**src/rtl/pwm_duty_meter.sv**
```systemverilog
// -----------------------------------------------------------------------------
// pwm_duty_meter
// Measures the duty of a 1-bit PWM / pulse-density stream over fixed windows
// of 2^WIN_BITS clocks. This is the receive side of the glow/PWM generators and
// is used for loopback self-test and for activity monitoring of 1-bit inputs.
//
// Ports:
//   clk        system clock, rising edge
//   rst        synchronous reset, active-high
//   enable     1 = measure, 0 = idle (outputs hold)
//   pwm_in     asynchronous 1-bit stream (double-flop synchronised)
//   duty_full  high-sample count of the last completed window, 0..2^WIN_BITS
//   duty       duty_full reduced to DUTY_BITS (top bits, all-ones when full)
//   edges      rising edges in the last window, saturating at 2^EDGE_W-1
//   valid      one-cycle strobe when the outputs update
//   stuck_hi   last window was all ones
//   stuck_lo   last window was all zeros
// -----------------------------------------------------------------------------
module pwm_duty_meter #(
   parameter int WIN_BITS  = 10,
   parameter int DUTY_BITS = 5,
   parameter int EDGE_W    = 8
) (
   input  logic                  clk,
   input  logic                  rst,
   input  logic                  enable,
   input  logic                  pwm_in,
   output logic [WIN_BITS:0]     duty_full,
   output logic [DUTY_BITS-1:0]  duty,
   output logic [EDGE_W-1:0]     edges,
   output logic                  valid,
   output logic                  stuck_hi,
   output logic                  stuck_lo
);

   typedef enum logic [1:0] {
      IDLE    = 2'd0,
      PRIME   = 2'd1,
      MEASURE = 2'd2
   } state_t;

   state_t                state_reg, state_next;
   logic                  prime_cnt_reg;
   logic [1:0]            sync_reg;
   logic                  prev_reg;
   logic [WIN_BITS-1:0]   wcnt_reg;
   logic [WIN_BITS:0]     hcnt_reg;
   logic [EDGE_W-1:0]     ecnt_reg;

   logic [WIN_BITS:0]     duty_full_reg;
   logic [DUTY_BITS-1:0]  duty_reg;
   logic [EDGE_W-1:0]     edges_reg;
   logic                  valid_reg;
   logic                  stuck_hi_reg;
   logic                  stuck_lo_reg;

   // Synchronised sample: pwm_in as seen two edges earlier.
   logic                  s;
   logic                  rise;
   logic                  win_end;
   logic [WIN_BITS:0]     hcnt_next;
   logic [EDGE_W-1:0]     ecnt_next;
   logic [DUTY_BITS-1:0]  duty_next;

   assign s         = sync_reg[1];
   assign rise      = s & ~prev_reg;
   assign hcnt_next = hcnt_reg + (WIN_BITS+1)'(s);
   // Saturating edge count including the current sample.
   assign ecnt_next = (rise && (ecnt_reg != {EDGE_W{1'b1}})) ?
                      ecnt_reg + EDGE_W'(1) : ecnt_reg;
   assign win_end   = (state_reg == MEASURE) && enable &&
                      (wcnt_reg == {WIN_BITS{1'b1}});

   // Reduced duty: top DUTY_BITS of the count, forced to all-ones when the
   // count reaches 2^WIN_BITS (bit WIN_BITS set) since the slice would read 0.
   generate
      for (genvar gi = 0; gi < DUTY_BITS; gi++) begin : g_duty
         assign duty_next[gi] = hcnt_next[WIN_BITS] |
                                hcnt_next[WIN_BITS-DUTY_BITS+gi];
      end
   endgenerate

   // State register.
   always_ff @(posedge clk) begin
      if (rst) begin
         state_reg <= IDLE;
      end else begin
         state_reg <= state_next;
      end
   end

   // Next-state logic.
   always_comb begin
      state_next = state_reg;
      case (state_reg)
         IDLE:    if (enable) state_next = PRIME;
         PRIME: begin
            if (!enable)
               state_next = IDLE;
            else if (prime_cnt_reg)
               state_next = MEASURE;
         end
         MEASURE: if (!enable) state_next = IDLE;
         default: state_next = IDLE;
      endcase
   end

   // Datapath: synchroniser, window counters and registered results.
   always_ff @(posedge clk) begin
      if (rst) begin
         sync_reg      <= '0;
         prev_reg      <= 1'b0;
         prime_cnt_reg <= 1'b0;
         wcnt_reg      <= '0;
         hcnt_reg      <= '0;
         ecnt_reg      <= '0;
         duty_full_reg <= '0;
         duty_reg      <= '0;
         edges_reg     <= '0;
         valid_reg     <= 1'b0;
         stuck_hi_reg  <= 1'b0;
         stuck_lo_reg  <= 1'b0;
      end else begin
         sync_reg  <= {sync_reg[0], pwm_in};
         valid_reg <= 1'b0;
         case (state_reg)
            PRIME: begin
               wcnt_reg <= '0;
               hcnt_reg <= '0;
               ecnt_reg <= '0;
               if (enable && !prime_cnt_reg) begin
                  prime_cnt_reg <= 1'b1;
               end else begin
                  prime_cnt_reg <= 1'b0;
               end
               // Seed prev on the last priming clock so a stream that is
               // already high does not count as an edge.
               if (enable && prime_cnt_reg) begin
                  prev_reg <= s;
               end
            end
            MEASURE: begin
               prime_cnt_reg <= 1'b0;
               if (!enable) begin
                  wcnt_reg <= '0;
                  hcnt_reg <= '0;
                  ecnt_reg <= '0;
               end else begin
                  wcnt_reg <= wcnt_reg + WIN_BITS'(1);
                  prev_reg <= s;
                  if (win_end) begin
                     // Back-to-back windows: counters restart on the next clock.
                     hcnt_reg      <= '0;
                     ecnt_reg      <= '0;
                     duty_full_reg <= hcnt_next;
                     duty_reg      <= duty_next;
                     edges_reg     <= ecnt_next;
                     stuck_hi_reg  <= hcnt_next[WIN_BITS];
                     stuck_lo_reg  <= (hcnt_next == '0);
                     valid_reg     <= 1'b1;
                  end else begin
                     hcnt_reg <= hcnt_next;
                     ecnt_reg <= ecnt_next;
                  end
               end
            end
            default: begin
               prime_cnt_reg <= 1'b0;
               wcnt_reg      <= '0;
               hcnt_reg      <= '0;
               ecnt_reg      <= '0;
            end
         endcase
      end
   end

   assign duty_full = duty_full_reg;
   assign duty      = duty_reg;
   assign edges     = edges_reg;
   assign valid     = valid_reg;
   assign stuck_hi  = stuck_hi_reg;
   assign stuck_lo  = stuck_lo_reg;

endmodule
```
**config.mk**
```make
export PLATFORM = sky130hd
export DESIGN_NAME = pwm_duty_meter
export DESIGN_NICKNAME = d
export VERILOG_FILES = /design/src/rtl/pwm_duty_meter.sv
export SDC_FILE = /design/constraint.sdc
export NUM_CORES = 1
export LEC_CHECK = 0
export ABC_AREA = 1
export CORE_UTILIZATION = 35
export DETAILED_ROUTE_END_ITERATION = 8
export PLACE_DENSITY_LB_ADDON = 0.25
export SLEW_MARGIN = 25
export SYNTH_ARGS = -nofsm -noshare
export SYNTH_HDL_FRONTEND = slang
export SYNTH_SLANG_ARGS = --single-unit
```
**constraint.sdc**
```tcl
create_clock -name clk -period 2.05 [get_ports clk]
set_clock_uncertainty 0.05 [all_clocks]
set_input_delay 0.41 -clock clk [delete_from_list [all_inputs] [get_ports clk]]
set_output_delay 0.41 -clock clk [all_outputs]
set_load 0.01 [all_outputs]
```
==> results.py, run 1 <==
metrics = {
    "die": {
        "die_x_um": 87.8,
        "start_util": 0.371,
        "die_area_sq_um": 7710,
        "core_sq_um": 6940,
        "die_h_um": 87.8,
        "io_pins": 31,
        "rows": 30,
    },
    "timing": {
        "slew_headroom": 0.707,
        "fin_crit_sh": 0.854,
        "fmax_mhz": 571,
        "finalSetupTns_ps": 0,
        "post-route-min-period_ps": 1750,
        "worst-slew-pin-transition_ps": 439,
        "rsz0062_at_grt": "false",
        "setup_violations": 0,
        "setup_ws_ps": 300,
        "drv_slew": 0,
        "finalHoldViolCount": 0,
    },
    "setup_path": {
        "worst-setup-path-type": "register to register",
        "end_kind": "register",
        "crit_start": "wcnt_reg[0]$_SDFF_PP0_",
        "critPathCapture": "edges[1]$_SDFFE_PP0P_",
        "cp_data_required_time_ps": 2270,
        "r2r_slack_ps": 300,
        "r2r-end": "edges[1]$_SDFFE_PP0P_",
        "worstPathMaxFanout": 21,
        "start_kind": "register",
        "cp.arrival_ps": 1970,
        "reg2reg_from": "wcnt_reg[0]$_SDFF_PP0_",
        "rr_worst_depth": 8,
    },
    "run_status": {
        "outcome": "finished, final reports clean",
    },
    "drt": {
        "dr.pass1.iters": 4,
        "num_vias": 2126,
        "wl_mm": 5.06,
        "drtIter0Drc": 68,
        "ant_nets": 0,
        "wl_per_cell_um": 10.8,
        "via_per_inst": 4.52,
        "route.detailed.drc": 0,
    },
    "global_routing": {
        "grt_pass1_vias": 1973,
        "antenna_found_initial": 0,
        "grt_start_max_net_pins": 22,
        "grt_usage": 0.151,
        "overflow": 0,
        "grt_pass1_wl_mm": 8.83,
    },
    "placement": {
        "gp_congestion": 0.841,
        "io_buffers": 30,
        "post-place-ws_ps": 136,
        "hpwlAfterDp_mm": 3.67,
    },
    "logic_synthesis": {
        "synth_ff_type": "dfxtp_1",
        "synthTopCellsByArea": "dfxtp_1, nand2_1, a21oi_1, inv_1, nor2_1",
        "yosysMostFrequentCell": "nand2_1",
        "syn-instance-count": 332,
        "synth-seq-area-share": 0.474,
        "yosys_warnings": 0,
        "synth_fp_nets": 340,
        "synthesis.area_sq_um": 2580,
        "synth-seq-cells": 61,
        "ys_async_sr_fraction": 0,
        "yosysUniqueCellTypes": 33,
        "postSynthAreaPerCell_sq_um": 7.77,
        "synth_edf_count": 0,
        "ys_top_cells_by_count": "nand2_1, dfxtp_1, inv_1",
        "synth_top_area_frac": 0.474,
        "netlist.top_cell.by_area": "dfxtp_1",
    },
    "cells_and_area": {
        "seq_area_sq_um": 1220,
        "fillerInstances": 703,
        "nNetsFinal": 377,
        "area_growth_pct": 22.3,
        "multi_input_area_sq_um": 1140,
        "diodes": 0,
        "drive_gt1_frac": 0.0882,
    },
    "power_and_ir_drop": {
        "total_leakage_power_nw": 1.20,
        "power.total_mw": 2.12,
        "clockPowerShare": 0.422,
        "switchingPower_uw": 486,
        "p_comb_frac": 0.016,
        "p_seq_frac": 0.563,
        "power.internal_mw": 1.63,
        "power_density_nw_per_um2": 671,
        "swShare": 0.230,
        "ir_drop_uv": 268,
    },
    "cts": {
        "h-tree-depth": 3,
        "cts_hold_buf": 0,
        "clock_latency_ps": 340,
        "cts_setup_buffers": 0,
        "clockBufferDepth": 2,
        "cts_tree": "done",
        "clk_pin_slew_ps": 70,
        "cts_made_buffers": 9,
        "ctsRootBufferMaster": "clkbuf_8",
        "ctsResizeCount": 0,
        "clock_sinks": 61,
    },
    "hold_path": {
        "hold_class": "register to register",
    },
    "run": {
        "max_cap_violations": 0,
    },
}
==> layout by cell type, fill, tap and decap left out, types with 2 or more instances in the layout <==
master and count:
ha_1 4, nor2_1 39, nand2_2 3, nor2_4 2, inv_1 42, xor2_1 7, a31oi_1 3, nor2_2 2
clkbuf_1 2, nor3_1 4, nand4_1 3, buf_4 5, nand2_1 63, clkinv_2 4, clkbuf_8 9, dfxtp_1 61
nand3b_1 2, o21a_1 3, a21oi_1 35, nand3_1 16, o21ai_1 11, clkdlybuf4s50_1 30, o21ai_0 8, xnor2_1 4
==> power by group through the flow <==
stage	Sequential [mW]	Clock [mW]	Combinational (mW)
after floorplan	1.22	0	0.0199
after global placement	1.22	0	0.0335
after detailed placement	1.22	0	0.0331
after CTS	1.19	0.938	0.0334
after global routing	1.19	0.987	0.0371
final	1.19	0.893	0.0328
==> cell families after synthesis <==
kind of cell               share of synthesized area
DFF                                            0.474
buffers and inverters                         0.0849
adders and majority gates                     0.0194
and+or+nand+nor                                0.255
xor gates and xnor gates                      0.0374
AOI/OAI and AO/OA                              0.130
==> critical path: stages (launching register included) <==
cell and delay (ps):
dfxtp_1 360, ha_1 210, nand3_2 120, nor2_4 190, nand2_4 110, nor2_8 220, buf_12 180, o21ai_1 60
a31oi_1 170
==> layout make-up <==
class                   instances  share of cell area
clock buffers                  11              0.0417
clock inverters                 5             0.00873
inverters                      42              0.0500
multi-input cells             219               0.361
flip-flops and latches         61               0.387
well taps                      96              0.0381
repair buffers                 36               0.113
==> stage by stage <==
step	cells	hold WS, ps	util	area (sq um)
2_1_floorplan	332	338	-	2580
3_3_place_gp	454	341	0.431	3000
3_5_place_dp	454	345	0.431	3000
4_1_cts	470	354	0.454	3150
5_1_grt	470	361	0.454	3150
6_report	470	353	0.454	3150
==> worst min-delay path by stage <==
stage | from | end | cells after the start
after global routing | sync_reg[0]$_SDFF_PP0_ | sync_reg[1]$_SDFF_PP0_ | 2
final | sync_reg[0]$_SDFF_PP0_ | sync_reg[1]$_SDFF_PP0_ | 2
after global placement | sync_reg[0]$_SDFF_PP0_ | sync_reg[1]$_SDFF_PP0_ | 2
after detailed placement | sync_reg[0]$_SDFF_PP0_ | sync_reg[1]$_SDFF_PP0_ | 2
after floorplan | sync_reg[0]$_SDFF_PP0_ | sync_reg[1]$_SDFF_PP0_ | 2
after CTS | sync_reg[0]$_SDFF_PP0_ | sync_reg[1]$_SDFF_PP0_ | 2
==> routing by layer <==
metal	wire, um	part of all wire	vias to the layer above	global-route usage
met2	2170	0.43	38	0.229
met4	106	0.021	0	0.0805
met3	286	0.057	9	0.0528
li1	-	-	1137	-
met5	0	0	-	0
met1	2500	0.49	942	0.189
No activity file was read; power rests on OpenSTA's default activity.
==> run 2, diff against run 1 <==
--- a/config.mk
+++ b/config.mk
@@ -9,6 +9,7 @@
 export CORE_UTILIZATION = 35
 export DETAILED_ROUTE_END_ITERATION = 8
 export PLACE_DENSITY_LB_ADDON = 0.25
+export REMOVE_ABC_BUFFERS = 1
 export SLEW_MARGIN = 25
 export SYNTH_ARGS = -nofsm -noshare
 export SYNTH_HDL_FRONTEND = slang
==> results.py, run 2 (synthesis gave the netlist of run 1 again) <==
metrics = {
    "die": {
        "die_area_sq_um": 7710,
        "rows": 30,
        "die_x_um": 87.8,
        "start_util": 0.371,
        "io_pins": 31,
        "core_sq_um": 6940,
        "die_h_um": 87.8,
    },
    "global_routing": {
        "grt_start_max_net_pins": 20,
        "grt_pass1_wl_mm": 9.04,
        "grt_pass1_vias": 1988,
        "overflow": 0,
        "grt_usage": 0.153,
        "antenna_found_initial": 0,
    },
    "setup_path": {
        "worst-setup-path-type": "register to register",
        "cp_data_required_time_ps": 2270,
        "crit_chain": "ha_1 > nand3_2 > nor2_4 > nand2_4 > nor2_8 > buf_12 > o21ai_1 > a31oi_1",
        "crit_family": "simple AND/OR/NAND/NOR gates",
        "worstPathMaxFanout": 17,
        "cp.arrival_ps": 1990,
        "max_stage_delay_ps": 360,
        "path_buf_inv": 1,
        "start_kind": "register",
        "crit_slowest_cell": "dfxtp_1",
        "end_kind": "register",
    },
    "hold_path": {
        "hold_class": "register to register",
    },
    "drt": {
        "wl_mm": 5.22,
        "dr.pass1.iters": 4,
        "ant_nets": 0,
        "num_vias": 2142,
        "via_per_inst": 4.57,
        "drtIter0Drc": 63,
        "route.detailed.drc": 0,
        "wl_per_cell_um": 11.1,
    },
    "cells_and_area": {
        "nNetsFinal": 376,
        "multi_input_area_sq_um": 1140,
        "diodes": 0,
        "fillerInstances": 705,
        "layout.cells.most_common": "nand2_1",
        "seq_area_sq_um": 1220,
        "drive_gt1_frac": 0.0938,
        "final_area_sq_um": 3160,
        "area_growth_pct": 22.4,
        "layout_common_cells": "nand2_1, dfxtp_1, inv_1, nor2_1, a21oi_1",
    },
    "timing": {
        "fin_crit_sh": 0.864,
        "fmax_mhz": 565,
        "slew_headroom": 0.665,
        "worst-slew-pin-transition_ps": 501,
        "rsz0062_at_grt": "false",
        "fin_hold_ws_ps": 394,
        "finalSetupTns_ps": 0,
        "post-route-min-period_ps": 1770,
        "setup_violations": 0,
        "setup_ws_ps": 279,
        "finalHoldViolCount": 0,
        "drv_slew": 0,
    },
    "cts": {
        "clock_sinks": 61,
        "clockBufferDepth": 2,
        "clock_latency_ps": 340,
        "cts_setup_buffers": 0,
        "cts_made_buffers": 9,
        "h-tree-depth": 3,
        "cts_hold_buf": 0,
        "cts_tree": "done",
        "ctsRootBufferMaster": "clkbuf_8",
        "ctsResizeCount": 0,
        "clk_pin_slew_ps": 70,
    },
    "placement": {
        "hpwlAfterDp_mm": 3.66,
        "gp_congestion": 0.832,
        "post-place-ws_ps": 119,
        "io_buffers": 30,
        "dpl_cell_area_sq_um": 2990,
    },
    "power_and_ir_drop": {
        "ir_drop_uv": 361,
        "total_leakage_power_nw": 1.19,
        "power_density_nw_per_um2": 674,
        "power.total_mw": 2.13,
    },
    "run_status": {
        "outcome": "finished, final reports clean",
    },
    "run": {
        "max_cap_violations": 0,
    },
}
==> run 2: cell types whose count changed in the layout (fill, tap and decap cells not counted), sizes merged <==
cell	change
buf	-1
clkbuf	-2
clkinvlp	+2
==> run 2: stage by stage <==
| step | util | std cells |
|---|---|---|
| after floorplan | - | 322 |
| after global placement | 0.430 | 453 |
| after detailed placement | 0.430 | 453 |
| after CTS | 0.454 | 469 |
| after global routing | 0.455 | 469 |
| final | 0.455 | 469 |
==> run 2: path summary, 6_finish.rpt <==
check	from	slack (ps)	to	depth (start not counted)
worst min register to register	sync_reg[0]$_SDFF_PP0_	390	sync_reg[1]$_SDFF_PP0_	2
worst max register to register	wcnt_reg[0]$_SDFF_PP0_	280	edges[1]$_SDFFE_PP0P_	8
worst min-delay path	sync_reg[0]$_SDFF_PP0_	390	sync_reg[1]$_SDFF_PP0_	2
worst max-delay path	wcnt_reg[0]$_SDFF_PP0_	280	edges[1]$_SDFFE_PP0P_	8
==> run 2: power breakdown <==
| group | leakage (nW) | switching, mW | total [mW] | internal, mW |
|---|---|---|---|---|
| combinational | 0.614 | 0.0213 | 0.0332 | 0.0119 |
| sequential | 0.492 | 0.00283 | 1.19 | 1.19 |
| clock | 0.0808 | 0.475 | 0.902 | 0.428 |
==> run 2: cell type report <==
| class | count | area share |
|---|---|---|
| clock buffer | 9 | 0.0392 |
| sequential | 61 | 0.387 |
| timing repair buffer | 35 | 0.111 |
| tap | 96 | 0.0380 |
| inverter | 42 | 0.0499 |
| clock inverter | 7 | 0.0135 |
| multi-input combinational | 219 | 0.361 |
==> run 2: routing by layer <==
metal	global-route usage	vias up	part of all wire
met5	0	-	0
met4	0.0671	0	0.015
met3	0.0509	6	0.043
met2	0.226	35	0.43
met1	0.202	966	0.52
li1	-	1135	-
==> run 2: worst register-to-register path, cell delays in order (launching register included) <==
cell	delay [ps]
dfxtp_1	360
ha_1	210
nand3_2	130
nor2_4	180
nand2_4	100
nor2_8	260
buf_12	190
o21ai_1	60
a31oi_1	150
